### config.mk
export PLATFORM = sky130hd
export DESIGN_NAME = ioctl_tx
export DESIGN_NICKNAME = d
export VERILOG_FILES = /design/src/rtl/ioctl_pkg.sv /design/src/rtl/ioctl_gap_timer.sv /design/src/rtl/ioctl_tx.sv
export SDC_FILE = /design/constraint.sdc
export NUM_CORES = 1
export LEC_CHECK = 0
export BUFFER_PORTS_ARGS = -buffer_cell sky130_fd_sc_hd__buf_2
export CAP_MARGIN = 20
export CORE_MARGIN = 1.5
export CORE_UTILIZATION = 39
export DETAILED_ROUTE_END_ITERATION = 10
export PLACE_DENSITY = 0.67
export SLEW_MARGIN = 30
export SYNTH_ARGS = -nofsm -noshare
export SYNTH_HDL_FRONTEND = slang
export SYNTH_HIERARCHICAL = 1
export SYNTH_SLANG_ARGS = --single-unit
### constraint.sdc
create_clock -name clk_sys -period 4.45 [get_ports clk_sys]
set_input_delay 0.6675 -clock clk_sys [delete_from_list [all_inputs] [get_ports clk_sys]]
set_output_delay 0.6675 -clock clk_sys [all_outputs]
set_load 0.05 [all_outputs]
### src/rtl/ioctl_pkg.sv
// Shared definitions for the ioctl download transmitter: FSM state encoding
// and default parameter values.
package ioctl_pkg;

    localparam int unsigned IOCTL_GAP_CYC_DEF = 3;
    localparam int unsigned IOCTL_AW_DEF      = 25;
    localparam int unsigned GAP_CNT_W         = 4;

    typedef enum logic [2:0] {
        ST_IDLE  = 3'd0,
        ST_ARM   = 3'd1,
        ST_FETCH = 3'd2,
        ST_WRITE = 3'd3,
        ST_GAP   = 3'd4,
        ST_TAIL  = 3'd5
    } ioctl_state_e;

    // Reload value that makes the timer expire after gap_cyc cycles (minimum 1).
    function automatic logic [GAP_CNT_W-1:0] gap_reload(input int unsigned gap_cyc);
        return (gap_cyc == 0) ? '0 : GAP_CNT_W'(gap_cyc - 1);
    endfunction

endpackage

### src/rtl/ioctl_gap_timer.sv
// Down-counter that times the idle gap following each ioctl_wr strobe.
module ioctl_gap_timer
    import ioctl_pkg::*;
#(
    parameter int unsigned GAP_CYC = IOCTL_GAP_CYC_DEF
) (
    input  logic clk_sys,
    input  logic reset_n,
    input  logic load,
    input  logic count,
    output logic expire
);

    localparam logic [GAP_CNT_W-1:0] RELOAD = gap_reload(GAP_CYC);

    logic [GAP_CNT_W-1:0] cnt_q, cnt_d;

    assign expire = (cnt_q == '0);

    // NOTE: every variable written here gets a default first, so no path
    // through the block leaves it unassigned and no latch is inferred.
    always_comb begin
        cnt_d = cnt_q;
        if (load) begin
            cnt_d = RELOAD;
        end else if (count && !expire) begin
            cnt_d = cnt_q - 1'b1;
        end
    end

    // NOTE: state updates use non-blocking assignments so every flop samples
    // pre-edge values regardless of statement order.
    always_ff @(posedge clk_sys or negedge reset_n) begin
        if (!reset_n) begin
            cnt_q <= '0;
        end else begin
            cnt_q <= cnt_d;
        end
    end

endmodule

### src/rtl/ioctl_tx.sv
// Streams a byte source into the ioctl download port: one write strobe per
// byte, a fixed idle gap after each, honouring receiver back-pressure.
module ioctl_tx
    import ioctl_pkg::*;
#(
    parameter int unsigned GAP_CYC = IOCTL_GAP_CYC_DEF,
    parameter int unsigned AW      = IOCTL_AW_DEF
) (
    input  logic          clk_sys,
    input  logic          reset_n,
    input  logic          start,
    input  logic [7:0]    index,
    input  logic [AW-1:0] length,
    input  logic [7:0]    s_data,
    input  logic          s_valid,
    output logic          s_ready,
    input  logic          ioctl_wait,
    output logic          ioctl_download,
    output logic          ioctl_wr,
    output logic [AW-1:0] ioctl_addr,
    output logic [7:0]    ioctl_dout,
    output logic [7:0]    ioctl_index,
    output logic          busy,
    output logic          done
);

    ioctl_state_e  state_q, state_d;
    logic [AW-1:0] len_q, len_d;
    logic [AW-1:0] cnt_q, cnt_d;
    logic [AW-1:0] addr_q, addr_d;
    logic [AW-1:0] cnt_inc;
    logic [7:0]    dout_q, dout_d;
    logic [7:0]    index_q, index_d;
    logic          done_q, done_d;
    logic          gap_expire;

    ioctl_gap_timer #(
        .GAP_CYC (GAP_CYC)
    ) u_gap_timer (
        .clk_sys (clk_sys),
        .reset_n (reset_n),
        .load    (state_q == ST_WRITE),
        .count   (state_q == ST_GAP),
        .expire  (gap_expire)
    );

    assign busy           = (state_q != ST_IDLE);
    assign ioctl_download = (state_q != ST_IDLE);
    assign ioctl_wr       = (state_q == ST_WRITE);
    assign s_ready        = (state_q == ST_FETCH) && !ioctl_wait;
    assign ioctl_addr     = addr_q;
    assign ioctl_dout     = dout_q;
    assign ioctl_index    = index_q;
    assign done           = done_q;
    assign cnt_inc        = cnt_q + 1'b1;

    always_comb begin
        state_d = state_q;
        len_d   = len_q;
        cnt_d   = cnt_q;
        addr_d  = addr_q;
        dout_d  = dout_q;
        index_d = index_q;
        done_d  = 1'b0;

        case (state_q)
            ST_IDLE: begin
                // The done cycle is also IDLE; a start landing on it is dropped.
                if (start && !done_q) begin
                    index_d = index;
                    len_d   = length;
                    cnt_d   = '0;
                    addr_d  = '0;
                    state_d = ST_ARM;
                end
            end
            ST_ARM: begin
                state_d = (len_q == '0) ? ST_TAIL : ST_FETCH;
            end
            ST_FETCH: begin
                if (s_valid && s_ready) begin
                    dout_d  = s_data;
                    state_d = ST_WRITE;
                end
            end
            ST_WRITE: begin
                state_d = ST_GAP;
            end
            ST_GAP: begin
                if (gap_expire) begin
                    cnt_d = cnt_inc;
                    // Address only advances when another byte follows, so it
                    // never passes length-1 and cannot wrap at full length.
                    if (cnt_inc == len_q) begin
                        state_d = ST_TAIL;
                    end else begin
                        addr_d  = addr_q + 1'b1;
                        state_d = ST_FETCH;
                    end
                end
            end
            ST_TAIL: begin
                state_d = ST_IDLE;
                done_d  = 1'b1;
            end
            default: begin
                state_d = ST_IDLE;
            end
        endcase
    end

    // NOTE: there is no memory array here, so every flop takes the reset,
    // which also guarantees the all-zero outputs during reset.
    always_ff @(posedge clk_sys or negedge reset_n) begin
        if (!reset_n) begin
            state_q <= ST_IDLE;
            len_q   <= '0;
            cnt_q   <= '0;
            addr_q  <= '0;
            dout_q  <= '0;
            index_q <= '0;
            done_q  <= 1'b0;
        end else begin
            state_q <= state_d;
            len_q   <= len_d;
            cnt_q   <= cnt_d;
            addr_q  <= addr_d;
            dout_q  <= dout_d;
            index_q <= index_d;
            done_q  <= done_d;
        end
    end

endmodule

==> run metrics, run 1 <==
status=completed; met3 wire len=1.062 mm; share of power burned in registers=38.3%; Area growth, synth to finish=16.10%; die area=15090 um^2; GR Util All Layers=20.42%; Ys Warns=6; largest net degree at the start of global routing=75; combinational group share of total power=38.6%; worst-margin pin slew=0.9320 ns; Lkg Pwr=2.901 nW; Setup crit end=ioctl_addr[1]; CORE AREA=13930 um^2; gr ovfl total=0; fin crit period=3.475 ns; Fillers=1326; post-route antenna net violation count=0; Req. time, crit path=4.73 ns; CP endpoint kind=register; TritonCTS clock tree=yes; H-tree lvl count=3; Worst slew margin=37.72%; Ant. Diodes=0; Clk pwr share=23.1%; fin crit share=78.08%; Final setup viols=0; HP Class=in -> async; Post-Route M1 WL=6.265 mm; Max Used Layer=met4; Initial Utilization=40.20%; Internal=0.002171 W; Final Max Slew Viols=0; Final #Nets=702; max-cap violations=0; Max FO, Critical Path=20; syn_nets=629; register area=2477 um^2; clk root buf=clkbuf_16; first-pass GRT wire length=24.15 mm; Clock Path Buffers=2; synthesized area=5602 um^2; DRT Wirelength=14.43 mm; layout cells sized above 1=26.94%; Post-synth EDFFs=0; met2 wire len=6.859 mm; residual DRC count=0; Post-Synthesis Cells=579; clk_lat worst skew=0.35 ns; Fmax=287.8 MHz; Die Span X=122.8 um; CTS Buf Count=9; DP HPWL=10.12 mm; setup repair after global routing missed its margin=false; Cell Rows=43; Fin Clk Skew=0.006145 ns; RR Startpoint=cnt_q[2]; via count=4910; drt pass-1 iters=7; Fin. Hold Viols=0; initial antenna violation count=0; routability congestion estimate=0.9500; R2R cell count=8; CTS sink cnt=99; setup_tns=0 ns; switch share=40.65%; Die H=122.8 um; distinct cell type count after synthesis=59; crit path launch=cnt_q[2]; vias in the first global route=4770; WP data arrival=3.76 ns; Power Density=562.6 nW/um^2; clk slew on worst S/H paths=0.07 ns; P_sw=0.001487 W; drt initial violations=451; asr flop ratio synth=100.0%; Setup Buffers After CTS=0; worst r2r dst=ioctl_addr[1]; DR WL/cell=17.24 um; footprint of the multi-input gates=2932 um^2; Worst setup SP type=register; I/O Pins=92; CP Class=reg -> reg; hold-fix buffers at CTS=0; Post-CTS Resized=0; Vias/cell=5.866; most frequent cells in the layout=dfrtp_1, buf_2, nor2_1; Mean Syn Cell Area=9.675 um^2; PortBufs=91; main flop type after synthesis=dfrtp_1; worst vdd ir=389.4 uV; leading cell type in the layout, fill and taps excluded=dfrtp_1; Tot Pwr=0.003659 W; sequential element share of the synthesized area=44.23%; synthesis-stage register bit count=99; flop2flop setup slack=0.98 ns
-- flip-flops by register name (all words and copies together), names as in the netlist --
name               flops
ioctl_addr            25
u_gap_timer/cnt_q      4
ioctl_dout             8
done                   1
cnt_q                 25
state_q                3
len_q                 25
ioctl_index            8
-- cell families after synthesis --
logic type | count (synthesis) | synth area share [%]
AND/OR/NAND/NOR | 208 | 20.77
AO/OA/AOI/OAI | 146 | 16.62
flip-flops | 99 | 44.23
multiplexers | 48 | 9.515
buffers and inverters | 46 | 3.596
XOR/XNOR | 28 | 4.378
adder cells (fa/ha/maj) | 4 | 0.8935
-- layer usage --
metal / track usage (%) / vias up
li1: - / 2291
met1: 26.89 / 2398
met2: 33.51 / 200
met3: 5.344 / 21
met4: 4.942 / 0
met5: 0 / -
-- metrics by stage --
stage / util (%) / cell area, um^2 / worst slack, ns / std cells / hold slack (ns)
finish: 46.67 / 6504 / 0.9755 / 837 / 0.3438
detailed placement: 44.37 / 6182 / 1.037 / 821 / 0.4889
floorplan: - / 5602 / 0.9419 / 579 / 0.3719
global placement: 44.37 / 6182 / 1.141 / 821 / 0.4803
CTS: 46.65 / 6500 / 1.025 / 837 / 0.5037
global route: 46.67 / 6504 / 0.7278 / 837 / 0.4012
-- critical path, stage by stage, from the launching register on --
cell,delay (ns)
dfrtp_1,0.49
nand3_2,0.39
nor4_1,0.68
xnor2_1,0.18
o21ai_0,0.11
or4_1,0.58
or3_4,0.53
nand2_2,0.23
mux2i_1,0.20
-- cell usage after synthesis, drive strengths merged, types with 3 or more instances --
master,number,area [um^2]
nor2b,4,25.02
o21ai,51,255.2
mux2i,6,60.06
dfrtp,99,2477
or2,3,18.77
nand3,29,150.1
inv,10,37.54
mux2,42,473.0
nor4,16,155.2
and2,5,31.28
a22o,3,26.28
clkbuf,24,90.09
nor2,50,187.7
nand2,41,156.4
xor2,15,131.4
nor3,10,50.05
a21o,4,30.03
buf,12,73.82
nand4,13,96.34
and3,17,106.4
a21oi,22,110.1
a31oi,10,62.56
or4,5,41.29
o41ai,7,61.31
or3,5,41.29
ha,4,50.05
xnor2,13,113.9
o31ai,32,240.2
-- worst min-delay path by stage --
stage,cells after the start,end,startpoint,slack (ns)
global route,1,ioctl_addr[9],reset_n,0.40
CTS,1,cnt_q[24],cnt_q[24],0.50
global placement,1,ioctl_addr[24],ioctl_addr[24],0.48
floorplan,0,cnt_q[0],reset_n,0.37
finish,1,ioctl_addr[10],reset_n,0.34
detailed placement,1,ioctl_dout[4],ioctl_dout[4],0.49
-- power by group through the flow --
stage | clock network [W] | logic (W) | registers (W)
6_report | 0.000844 | 0.00141 | 0.00140
5_1_grt | 0.000899 | 0.00153 | 0.00144
4_1_cts | 0.000867 | 0.00142 | 0.00140
3_5_place_dp | 0 | 0.00141 | 0.00142
3_3_place_gp | 0 | 0.00138 | 0.00140
2_1_floorplan | 0 | 0.000865 | 0.00159
-- layout make-up --
class / count / share of cell area, %
clock buffer: 10 / 3.521
clock inverter: 6 / 1.366
inverter: 10 / 0.5771
multi-input combinational: 434 / 45.07
sequential: 99 / 38.09
tap: 180 / 3.463
timing repair buffer: 98 / 7.907
(Power assumes the default switching activity.)
==> inputs of run 2 (changes only) <==
==> constraint.sdc (replaced) <==
create_clock -name clk_sys -period 3.3 [get_ports clk_sys]
set_input_delay 0.495 -clock clk_sys [delete_from_list [all_inputs] [get_ports clk_sys]]
set_output_delay 0.495 -clock clk_sys [all_outputs]
set_load 0.05 [all_outputs]
==> run 2 against run 1 <==
Core utilization grew 1.1 points. Flip-flop and latch count is the same. Global-route usage decreased by 0.11 points. Die area unchanged. Combinational power up 35%. Clock skew up 0.0022 ns. Register-to-register slack worse by 0.83 ns. Cell count grew 1.9%.
==> run metrics, run 2 (synthesis results as in run 1) <==
Ant. Diodes=0 (unchanged); R2R cell count=8 (unchanged); largest net degree at the start of global routing=85 (was 75); die area=15090 um^2 (unchanged); combinational group share of total power=38.6% (about the same); gr ovfl total=0 (unchanged); footprint of the multi-input gates=2948 um^2 (was 2932 um^2); Max FO, Critical Path=11 (was 20); worst r2r dst=ioctl_addr[1] (unchanged); DP HPWL=10.34 mm (was 10.12 mm); Final Util=47.81% (was 46.67%); max-cap violations=0 (unchanged); Fillers=1291 (was 1326); RR Startpoint=cnt_q[4] (was cnt_q[2]); setup_tns=0 ns (unchanged); DRT Wirelength=14.52 mm (was 14.43 mm); Vias/cell=5.873 (was 5.866); vias in the first global route=4894 (was 4770); met3 Use GR=3.160% (was 5.344%); Worst setup SP type=register (unchanged); setup repair after global routing missed its margin=false (unchanged); HP Class=in -> async (unchanged); CP endpoint kind=register (unchanged); Worst Slack Setup Final=0.1439 ns (was 0.9755 ns); fin crit share=95.64% (was 78.08%); CP Class=reg -> reg (unchanged); routability congestion estimate=0.8767 (was 0.9500); post-route antenna net violation count=0 (unchanged); leading cell type in the layout, fill and taps excluded=dfrtp_1 (unchanged); clk_lat worst skew=0.36 ns (was 0.35 ns); Final #Nets=718 (was 702); met2 Use GR=33.58% (was 33.51%); Final setup viols=0 (unchanged); CORE AREA=13930 um^2 (unchanged); share of power burned in registers=38.5% (was 38.3%); Worst slew margin=39.08% (was 37.72%); clk slew on worst S/H paths=0.07 ns (about the same); Initial Utilization=40.20% (unchanged); Area growth, synth to finish=18.94% (was 16.10%); M1 GR Usage=26.05% (was 26.89%); layout cells sized above 1=28.97% (was 26.94%); WP data arrival=3.45 ns (was 3.76 ns); initial antenna violation count=0 (unchanged); residual DRC count=0 (unchanged); GR Util All Layers=20.31% (was 20.42%); CTS sink cnt=99 (unchanged); TritonCTS clock tree=yes (unchanged); I/O Pins=92 (unchanged); Fin Clk Skew=0.008363 ns (was 0.006145 ns); Cell Rows=43 (unchanged); Die Span X=122.8 um (unchanged); Power Density=740.1 nW/um^2 (was 562.6 nW/um^2); Clock Path Buffers=2 (unchanged); CTS Buf Count=9 (unchanged); switch share=40.73% (was 40.65%); most frequent cells in the layout=dfrtp_1, buf_2, nor2_1 (unchanged); H-tree lvl count=3 (unchanged); fin crit period=3.156 ns (was 3.475 ns); hold-fix buffers at CTS=0 (unchanged); Fin. Hold Viols=0 (unchanged); worst vdd ir=581.0 uV (was 389.4 uV); PortBufs=91 (unchanged); drt pass-1 iters=5 (was 7); clk root buf=clkbuf_16 (unchanged); crit path launch=cnt_q[4] (was cnt_q[2]); Setup WS pre-CTS=0.1365 ns (was 1.037 ns); P_sw=0.002008 W (was 0.001487 W); status=completed (unchanged); Lkg Pwr=2.987 nW (was 2.901 nW); Final Max Slew Viols=0 (unchanged); Req. time, crit path=3.59 ns (was 4.73 ns); register area=2477 um^2 (unchanged); Fmax=316.8 MHz (was 287.8 MHz); Clk pwr share=22.8% (was 23.1%); flop2flop setup slack=0.14 ns (was 0.98 ns); worst-margin pin slew=0.9116 ns (was 0.9320 ns); Internal=0.002923 W (was 0.002171 W); first-pass GRT wire length=24.02 mm (was 24.15 mm); drt initial violations=512 (was 451); hold slack=0.1830 ns (was 0.3438 ns); via count=5010 (was 4910); DR WL/cell=17.02 um (was 17.24 um); Die H=122.8 um (unchanged); gr busiest metal=met2 (unchanged)
[run 2: changes by cell type in the layout (fill, tap and decap cells not counted), sizes merged]
cell / before / now
clkinv: 1 / 0
inv: 11 / 10
clkbuf: 10 / 13
bufinv: 2 / 1
buf: 98 / 114
[run 2: power groups by stage]
| stage | logic, W | clock network [W] | registers [W] |
|---|---|---|---|
| finish | 0.00190 | 0.00113 | 0.00190 |
| global route | 0.00205 | 0.00120 | 0.00195 |
| CTS | 0.00192 | 0.00115 | 0.00189 |
| detailed placement | 0.00191 | 0 | 0.00191 |
| global placement | 0.00185 | 0 | 0.00189 |
| floorplan | 0.00117 | 0 | 0.00214 |
[run 2: layer usage]
layer  vias to the layer above  part of all wire (%)  wire [um]
met3                        33                   6.0        876
met1                      2472                    43       6298
li1                       2318                     -          -
met2                       187                    48       6950
met5                         -                     0          0
met4                         0                   2.7        391
[run 2: worst max path at each step]
stage                      to  slack [ns]  cells after the start
2_1_floorplan  ioctl_addr[12]        0.20                     12
3_3_place_gp    ioctl_addr[1]        0.18                      8
3_5_place_dp    ioctl_addr[1]        0.14                      9
4_1_cts         ioctl_addr[1]        0.11                      9
5_1_grt            state_q[2]        0.03                      9
6_report        ioctl_addr[1]        0.14                      8
[run 2: layout make-up]
class                           count  share of cell area [%]
Clock buffer                       13                   4.056
Clock inverter                      3                  0.6761
Inverter                           10                  0.5634
Multi-Input combinational cell    434                   44.24
Sequential cell                    99                   37.18
Tap cell                          180                   3.380
Timing Repair Buffer              114                   9.897
[run 2: through the flow]
stage	cell area (um^2)	total power [W]	instances
final	6663	0.004931	853
after global routing	6663	0.005195	853
after CTS	6653	0.004958	852
after detailed placement	6337	0.003825	836
after global placement	6326	0.003746	836
after floorplan	5608	0.003309	579
[run 2: critical path, stage by stage, from the launching register on]
cell and delay [ns]:
dfrtp_1 0.50, nand4_4 0.29, or3_4 0.49, nor4_2 0.25, o211ai_1 0.13, or4_4 0.56, or3_4 0.46, nand2_2 0.20
mux2i_1 0.20
[run 2: what timing repair did]
action	CTS	global route
buffers inserted	0	1
setup endpoints to repair	0	25
endpoints found under the hold margin	0	0
resized for setup	0	1
